## src/rtl/modex_encryptor.sv

```systemverilog
// Modular-exponentiation encryptor: c = plain^EXP mod MOD, computed by
// right-to-left square-and-multiply, with each modular product formed by
// an interleaved shift-add multiplier. The two products of one exponent
// bit (res*base and base*base) are built side by side, one multiplier bit
// per cycle. Each ciphertext is written to a memory port at an
// auto-incrementing address.
module modex_encryptor #(
  parameter int ARQ  = 16,
  parameter int ADDR = 18,
  parameter int EW   = 11,
  parameter int EXP  = 1243,
  parameter int MOD  = 1349
) (
  input  logic              clk,
  input  logic              rst,
  input  logic              start,
  input  logic [ARQ-1:0]    plain,
  input  logic [ADDR-1:0]   base_addr,
  input  logic              load_addr,
  output logic              busy,
  output logic              done,
  output logic              err,
  output logic              wr_en,
  output logic [ADDR-1:0]   wr_addr,
  output logic [ARQ-1:0]    wr_data,
  output logic [2*ARQ-1:0]  cipher
);

  // Two guard bits: 2*acc + multiplicand stays below 2*MOD < 2^(ARQ+1).
  localparam int AW = ARQ + 2;
  localparam int SW = $clog2(ARQ);
  localparam int IW = (EW > 1) ? $clog2(EW) : 1;

  localparam logic [AW-1:0] MOD_W     = AW'(MOD);
  localparam logic [EW-1:0] EXP_BITS  = EW'(EXP);
  localparam logic [SW-1:0] STEP_LAST = SW'(ARQ - 1);
  localparam logic [IW-1:0] IDX_LAST  = IW'(EW - 1);

  typedef enum logic [2:0] {
    S_IDLE,
    S_LOAD,
    S_MUL,
    S_UPD,
    S_WRITE
  } state_t;

  state_t          state;
  logic [ARQ-1:0]  m_reg;
  logic [ARQ-1:0]  res;
  logic [ARQ-1:0]  base;
  logic [AW-1:0]   acc1;
  logic [AW-1:0]   acc2;
  logic [SW-1:0]   step;
  logic [IW-1:0]   idx;
  logic [ADDR-1:0] ptr;

  logic [AW-1:0]   acc1_nxt;
  logic [AW-1:0]   acc2_nxt;
  logic [ARQ-1:0]  res_upd;

  // One shift-add step: double and reduce, then add the multiplicand if the
  // multiplier bit is set and reduce again. The accumulator stays below MOD.
  function automatic logic [AW-1:0] mod_step(input logic [AW-1:0]  acc,
                                             input logic           mbit,
                                             input logic [ARQ-1:0] mcand);
    logic [AW-1:0] t;
    t = {acc[AW-2:0], 1'b0};
    if (t >= MOD_W) t = t - MOD_W;
    if (mbit) begin
      t = t + {2'b00, mcand};
      if (t >= MOD_W) t = t - MOD_W;
    end
    return t;
  endfunction

  // Next multiplier states and the conditional result update for this bit.
  always_comb begin
    // NOTE: every output of a combinational block gets a value on every path,
    // otherwise synthesis infers a latch to hold the old value.
    acc1_nxt = mod_step(acc1, res[step], base);
    acc2_nxt = mod_step(acc2, base[step], base);
    res_upd  = res;
    if (EXP_BITS[idx]) res_upd = acc1[ARQ-1:0];
  end

  // Control FSM, datapath registers and registered outputs.
  always_ff @(posedge clk or negedge rst) begin
    if (!rst) begin
      // NOTE: every register, datapath included, is cleared here so an
      // aborted job leaves no stale operands or write behind.
      state   <= S_IDLE;
      m_reg   <= '0;
      res     <= '0;
      base    <= '0;
      acc1    <= '0;
      acc2    <= '0;
      step    <= '0;
      idx     <= '0;
      ptr     <= '0;
      busy    <= 1'b0;
      done    <= 1'b0;
      err     <= 1'b0;
      wr_en   <= 1'b0;
      wr_addr <= '0;
      wr_data <= '0;
      cipher  <= '0;
    end else begin
      // NOTE: state is updated with non-blocking assignments so every
      // register samples pre-edge values, independent of statement order.
      done  <= 1'b0;
      wr_en <= 1'b0;
      case (state)
        S_IDLE: begin
          if (start) begin
            m_reg <= plain;
            err   <= 1'b0;
            busy  <= 1'b1;
            if (load_addr) ptr <= base_addr;
            state <= S_LOAD;
          end
        end

        S_LOAD: begin
          res  <= ARQ'(1);
          base <= m_reg;
          idx  <= '0;
          step <= STEP_LAST;
          acc1 <= '0;
          acc2 <= '0;
          if ({2'b00, m_reg} >= MOD_W) begin
            // Out-of-range plaintext: report and skip straight to the end.
            err   <= 1'b1;
            done  <= 1'b1;
            state <= S_WRITE;
          end else begin
            state <= S_MUL;
          end
        end

        S_MUL: begin
          acc1 <= acc1_nxt;
          acc2 <= acc2_nxt;
          step <= step - 1'b1;
          if (step == '0) state <= S_UPD;
        end

        S_UPD: begin
          base <= acc2[ARQ-1:0];
          res  <= res_upd;
          acc1 <= '0;
          acc2 <= '0;
          step <= STEP_LAST;
          if (idx == IDX_LAST) begin
            // Last exponent bit: the write is registered on entry to WRITE.
            done    <= 1'b1;
            wr_en   <= 1'b1;
            wr_addr <= ptr;
            wr_data <= res_upd;
            cipher  <= {{ARQ{1'b0}}, res_upd};
            ptr     <= ptr + 1'b1;
            state   <= S_WRITE;
          end else begin
            idx   <= idx + 1'b1;
            state <= S_MUL;
          end
        end

        S_WRITE: begin
          busy  <= 1'b0;
          state <= S_IDLE;
        end

        default: state <= S_IDLE;
      endcase
    end
  end

endmodule

```

## config.mk

```make
export PLATFORM = sky130hd
export DESIGN_NAME = modex_encryptor
export DESIGN_NICKNAME = d
export VERILOG_FILES = /design/src/rtl/modex_encryptor.sv
export SDC_FILE = /design/constraint.sdc
export NUM_CORES = 1
export LEC_CHECK = 0
export BUFFER_PORTS_ARGS = -buffer_cell sky130_fd_sc_hd__buf_2
export CELL_PAD_IN_SITES_DETAIL_PLACEMENT = 0
export CELL_PAD_IN_SITES_GLOBAL_PLACEMENT = 1
export CORE_ASPECT_RATIO = 0.5
export CORE_UTILIZATION = 30
export DETAILED_ROUTE_END_ITERATION = 16
export HOLD_SLACK_MARGIN = 0.1
export PLACE_DENSITY_LB_ADDON = 0.1
export SYNTH_ARGS = -nofsm -noshare
export SYNTH_HDL_FRONTEND = slang
export SYNTH_SLANG_ARGS = --single-unit
```

## constraint.sdc

```tcl
create_clock -name clk -period 8.7 [get_ports clk]
set_input_delay 0.435 -clock clk [delete_from_list [all_inputs] [get_ports clk]]
set_output_delay 0.435 -clock clk [all_outputs]
set_load 0.02 [all_outputs]
```

; ---- Word-level counts from Yosys, hierarchy flattened
; Memory sizes are Yosys's and may differ from the RTL's.
; Cells that the tools add are included.
[word_totals]
ff_bits = 149
latchBits = 0
ramBits = 0
rom_bits = 16
inputBits = 38
wordCells = 95
memories = 1
[op_classes]
add_sub_neg = 9
mul = 0
div = 0
magnitude_cmp = 7
eq_ne = 11
n_shift = 0
n_mux = 37
bitwise_logic = 0
n_reduce_logical = 15
[memory_table]
columns = name, words, word_bits, read_ports, rd_ports_with_merged_regs, write_ports, line
row1 = (name not given), 16, 1, 1, 0, 0, 83  ; if (EXP_BITS[idx]) res_upd = acc1[ARQ-1:0];
[ops]
columns = cell, n
row1 = 18-bit 2-to-1 mux, 5
row2 = "18-bit by 11-bit greater-or-equal comparator with 1-bit output, second input constant", 4
row3 = 17-bit 2-to-1 mux, 4
row4 = 17-bit case mux with 2 select lines, 2
row5 = 16-bit case mux with 2 select lines, 2
row6 = 18-bit by 16-bit adder with 18-bit output, 2
row7 = 18-bit case mux with 2 select lines, 1
row8 = "18-bit by 11-bit subtractor with 18-bit output, second input constant", 2
row9 = "17-bit by 11-bit subtractor with 17-bit output, second input constant", 2
row10 = "18-bit by 1-bit adder with 18-bit output, second input constant", 1
row11 = "16-bit by 11-bit greater-or-equal comparator with 1-bit output, second input constant", 1
row12 = 16-bit 2-to-1 mux, 1
row13 = 4-bit case mux with 2 select lines, 2
row14 = 3-bit 2-to-1 mux, 4
row15 = "2-bit != test, second input constant", 6
row16 = 3-bit case mux with 4 select lines, 1
row17 = "4-bit by 5-bit less-than comparator with 1-bit output, second input constant", 2
row18 = 2-bit AND reduction, 5
row19 = 2-bit nonzero test, 5
row20 = 1-bit 2-to-1 mux, 9
row21 = 1-bit binary-select mux with 4-bit select, 2
row22 = "3-bit by 2-bit == test with 1-bit output, second input constant", 2
row23 = 1-bit case mux with 2 select lines, 3
row24 = "4-bit by 1-bit adder with 4-bit output, second input constant", 1
row25 = other kinds (10), 10

; ---- Logic depth before layout (Yosys ltp)
[depth]
depth_word = 7
ltp_mapped = 22
depth_no_buf = 18

; ---- Least setup slack after synthesis
; No wires, ideal clock.
[synth_timing]
path_type = flip-flop to flip-flop
from = reg acc1[12]
to = reg acc1[10]
setup_time_ns = 0.131
t_arrival_ns = 5.132
required_ns = 8.569
setup_slack_ns = 3.437
path_stages_with_launch = 21
n_path_buf = 2
synth_period_minus_slack_ns = 5.263
cell_sequence = dfrtp_1 > or3_1 > or4_1 > nor2_1 > o21ai_0 > clkbuf_1 > xor2_1 > fa_1 > inv_1 > ha_1 > nand2b_1 > a21oi_1 > a211o_1 > a211oi_2 > o211ai_1 > and2_1 > or4_1 > nand2b_1 > buf_6 > and3_1 > or3_1
[synth_between]
elab_chain_len = 7
word_cells_on_any_way = 9
classes_between = add/sub: 3 / order compare: 2 / mux: 4
[synth_rtl]
columns = item, line
row1 = from (decl), 51  ; logic [AW-1:0] acc1;
row2 = from (signal assigned), 141  ; acc1 <= acc1_nxt;
row3 = 18-bit by 11-bit subtractor with 18-bit output / 18-bit by 11-bit greater-or-equal comparator with 1-bit output (equally long branches), 68  ; if (t >= MOD_W) t = t - MOD_W;
row4 = 18-bit 2-to-1 mux (*), 68
row5 = 18-bit by 16-bit adder with 18-bit output, 70  ; t = t + {2'b00, mcand};
row6 = 18-bit by 11-bit greater-or-equal comparator with 1-bit output / 17-bit by 11-bit subtractor with 17-bit output (equally long branches), 71  ; if (t >= MOD_W) t = t - MOD_W;
row7 = 17-bit 2-to-1 mux, 71
row8 = 17-bit 2-to-1 mux (*), 69  ; if (mbit) begin
row9 = 17-bit case mux with 2 select lines (*), 112  ; case (state)
; Every way passes the cells marked *; elsewhere a longest branch is shown, timed or not.
; A chain may end at the register's enable or synchronous reset.

; ---- Worst setup path in the final report
; Same ends and word-level chain as after synthesis.

==> results.tsv <==
stage	metric	value	unit
logic_synthesis	sequential area share after synthesis	34.80	%
floorplanning	Die Footprint	0.03651	mm²
clocking	setup bufs post-CTS	0	
global_route	GR met2 Demand/Resource	28.01	%
timing	Tmin final	6.173	ns
timing	Hold Fails Final Rpt	0	
min_path	Worst Hold Class	input port to flop	
global_route	gr busiest metal	met2	
clocking	Clock transition at path regs	0.07	ns
logic_synthesis	Post-synth EDFFs	0	
worst_setup_path	CP endpoint kind	flop	
placement	port bufs	91	
global_route	first-pass GRT wire length	50780	µm
timing	final worst-path cycle share	70.95	%
logic_synthesis	synthesis warning total	0	
finish	Fillers	3663	
floorplanning	FP Rows	48	
worst_setup_path	Reg2Reg Setup Slack	2.53	ns
worst_setup_path	Setup CP Type	flop to flop	
clocking	Worst-Skew Late Latency	0.45	ns
timing	Fin Hold WS	0.2152	ns
routing	Avg Vias per Cell	5.181	
clocking	H-Tree Depth	4	
floorplanning	Ports	108	
job	MaxCap Viol Count	0	
worst_setup_path	worst path cell trace	or3_1 -> or4_1 -> nor2_1 -> o21ai_0 -> buf_4 -> xor2_1 -> fa_1 -> inv_1 -> ha_1 -> nand2b_1 -> a21oi_1 -> a211o_1 -> a211oi_2 -> o211ai_1 -> and2_1 -> or4_1 -> nand2b_1 -> and3_1 -> or3_1	
finish	nets@finish	1354	
global_route	GRT overflow	0	
finish	top flop regs	ptr (18), wr_addr (18)	
worst_setup_path	critical path fanouts, max	18	
logic_synthesis	Top FF cell, synth	dfrtp_1	
timing	worst-case clock skew	0.01139	ns
clocking	Longest Clk Path Bufs	2	
routing	Pre-antenna DRT Iters	5	
finish	antenna cells	0	
timing	RSZ-0062 raised after global routing	false	
clocking	CTS tree	done	
worst_setup_path	CP arrival	6.49	ns
finish	Layout Area Growth over Synthesis	12.29	%
worst_setup_path	Critical Path RT	9.02	ns
clocking	CTS Buf Count	17	
timing	final setup fails	0	
clocking	CTS resizes	0	
worst_setup_path	CP max stage cell	nand2b_1	
routing	DR vias	9109	
clocking	CTS root buf	clkbuf_16	
timing	Least-Margin Pin Slew	1.101	ns
floorplanning	Die Ht	135.6	µm
placement	routability cong.	0.8449	
placement	dpl hpwl	23330	µm
logic_synthesis	ys async rst share	100.0	%
routing	DRC Markers	0	
routing	WL/cell	17.66	µm
timing	fmax	162.0	MHz
worst_setup_path	Critical Path Max Stage Delay	0.58	ns
timing	TNS Setup	0	ns
routing	Routed Antenna Nets	0	
logic_synthesis	number of synthesized register bits	149	
timing	max-slew violation count	0	
timing	relative slew slack	26.32	%
logic_synthesis	Mean Syn Cell Area	8.674	µm²
global_route	initial antenna violation count	0	
global_route	vias in the first global route	9000	
global_route	largest net degree at the start of global routing	86	
logic_synthesis	Synth cell types	84	
run_status	status	finished, final reports clean	
logic_synthesis	Cells after Synth	1235	
floorplanning	Die Wd	269.2	µm
routing	Detailed Route Iter0 Violations	511	
finish	most common cell after layout, fill and taps aside	nand2_1	
worst_setup_path	Bufs and invs on worst path	2	
clocking	Clock Sinks	149	
routing	Detailed Route WL	31040	µm
global_route	met1 Use GR	24.67	%
clocking	Hold-fix buffers, CTS	1	
global_route	aggregate global-route resource usage	17.60	%
floorplanning	Core ar.	0.03483	mm²
worst_setup_path	Worst setup SP type	flop	
floorplanning	Initial Util	30.75	%
logic_synthesis	synthesized cell area	0.01071	mm²
finish	commonest non-fill, non-tap cells in the layout	172 x nand2_1, 149 x dfrtp_1, 95 x o21ai_0	
finish	layout cells sized above 1	14.65	%
global_route	grt met3 use	3.030	%
worst_setup_path	kind of cell adding the most delay to the critical path	simple AND/OR/NAND/NOR gates	
==> worst reg2reg max path, stage by stage, from the launching register on <==
cell	delay, ns
dfrtp_1	0.43
or3_1	0.44
or4_1	0.46
nor2_1	0.21
o21ai_0	0.13
buf_4	0.19
xor2_1	0.29
fa_1	0.49
inv_1	0.12
ha_1	0.23
nand2b_1	0.12
a21oi_1	0.08
a211o_1	0.30
a211oi_2	0.26
o211ai_1	0.19
and2_1	0.23
or4_1	0.56
nand2b_1	0.58
and3_1	0.38
or3_1	0.36
==> cell usage after synthesis (6+ instances only) <==
cell type,number,area [µm²]
o21ai_0,95,475.5
o22ai_1,13,81.33
xor2_1,32,280.3
a22oi_1,12,90.09
nor4_1,7,43.79
nand3_1,29,145.1
xnor2_1,29,254.0
buf_1,7,26.28
nand2b_1,13,81.33
nand2_1,173,649.4
o21bai_1,6,45.04
nor3b_1,9,67.56
nor2b_1,9,56.30
or4_1,6,45.04
mux2i_1,49,490.5
or3_1,9,56.30
or2_2,8,50.05
and3_1,14,87.58
a22o_1,18,157.7
inv_1,25,93.84
buf_4,32,240.2
and2_1,7,43.79
a21o_1,12,90.09
mux4_2,10,225.2
o211ai_1,16,120.1
dfrtp_1,149,3729
nand4_1,9,56.30
clkbuf_1,51,191.4
nor3_1,35,175.2
a211oi_1,6,45.04
a221oi_1,11,96.34
o31ai_1,6,45.04
nor2_1,87,326.6
mux2_2,18,202.7
ha_1,44,550.5
a21oi_1,85,425.4
==> cell families after synthesis <==
family | share of synthesized area [%]
AO/OA/AOI/OAI | 21.25
XOR/XNOR | 4.987
adder cells (fa/ha/maj) | 5.513
buffers and inverters | 5.735
flip-flops | 34.80
multiplexers | 8.713
other | 0.03500
AND/OR/NAND/NOR | 18.97
==> per-stage QoR <==
| step | area (µm²) | setup slack (ns) | instances | utilization [%] |
|---|---|---|---|---|
| 6_report | 12030 | 2.527 | 1758 | 34.53 |
| 5_1_grt | 12030 | 2.047 | 1758 | 34.53 |
| 4_1_cts | 12030 | 2.517 | 1758 | 34.53 |
| 3_5_place_dp | 11380 | 2.550 | 1725 | 32.66 |
| 3_3_place_gp | 11380 | 2.626 | 1725 | 32.66 |
| 2_1_floorplan | 10770 | 3.437 | 1250 | - |
==> path summary, 6_finish.rpt <==
path / startpoint / end / depth (start not counted)
hold / removal: plain[13] / m_reg[13] / 2
setup / recovery: acc1[12] / acc1[10] / 19
min in group asynchronous: rst / wr_addr[7] / 2
hold reg to reg: wr_addr[17] / wr_addr[17] / 2
setup reg to reg: acc1[12] / acc1[10] / 19
max in group asynchronous: rst / base[12] / 3
==> metal layers <==
metal | vias up | wire length, µm
li1 | 4530 | -
met1 | 4419 | 15980
met2 | 136 | 13790
met3 | 24 | 827
met4 | 0 | 443
met5 | - | 0
==> area by class of cell <==
cell class	count	area [µm²]	share of cell area, %
multi-input combinational	977	6442	53.56
clock buffer	20	466.7	3.880
timing repair buffer	99	524.3	4.358
clock inverter	12	175.2	1.456
inverter	26	97.59	0.8113
sequential	149	3729	31.00
tap	475	594.3	4.941
Power is not shown: default switching activity piles up to over one toggle a cycle in this logic, so the estimate is an artifact.
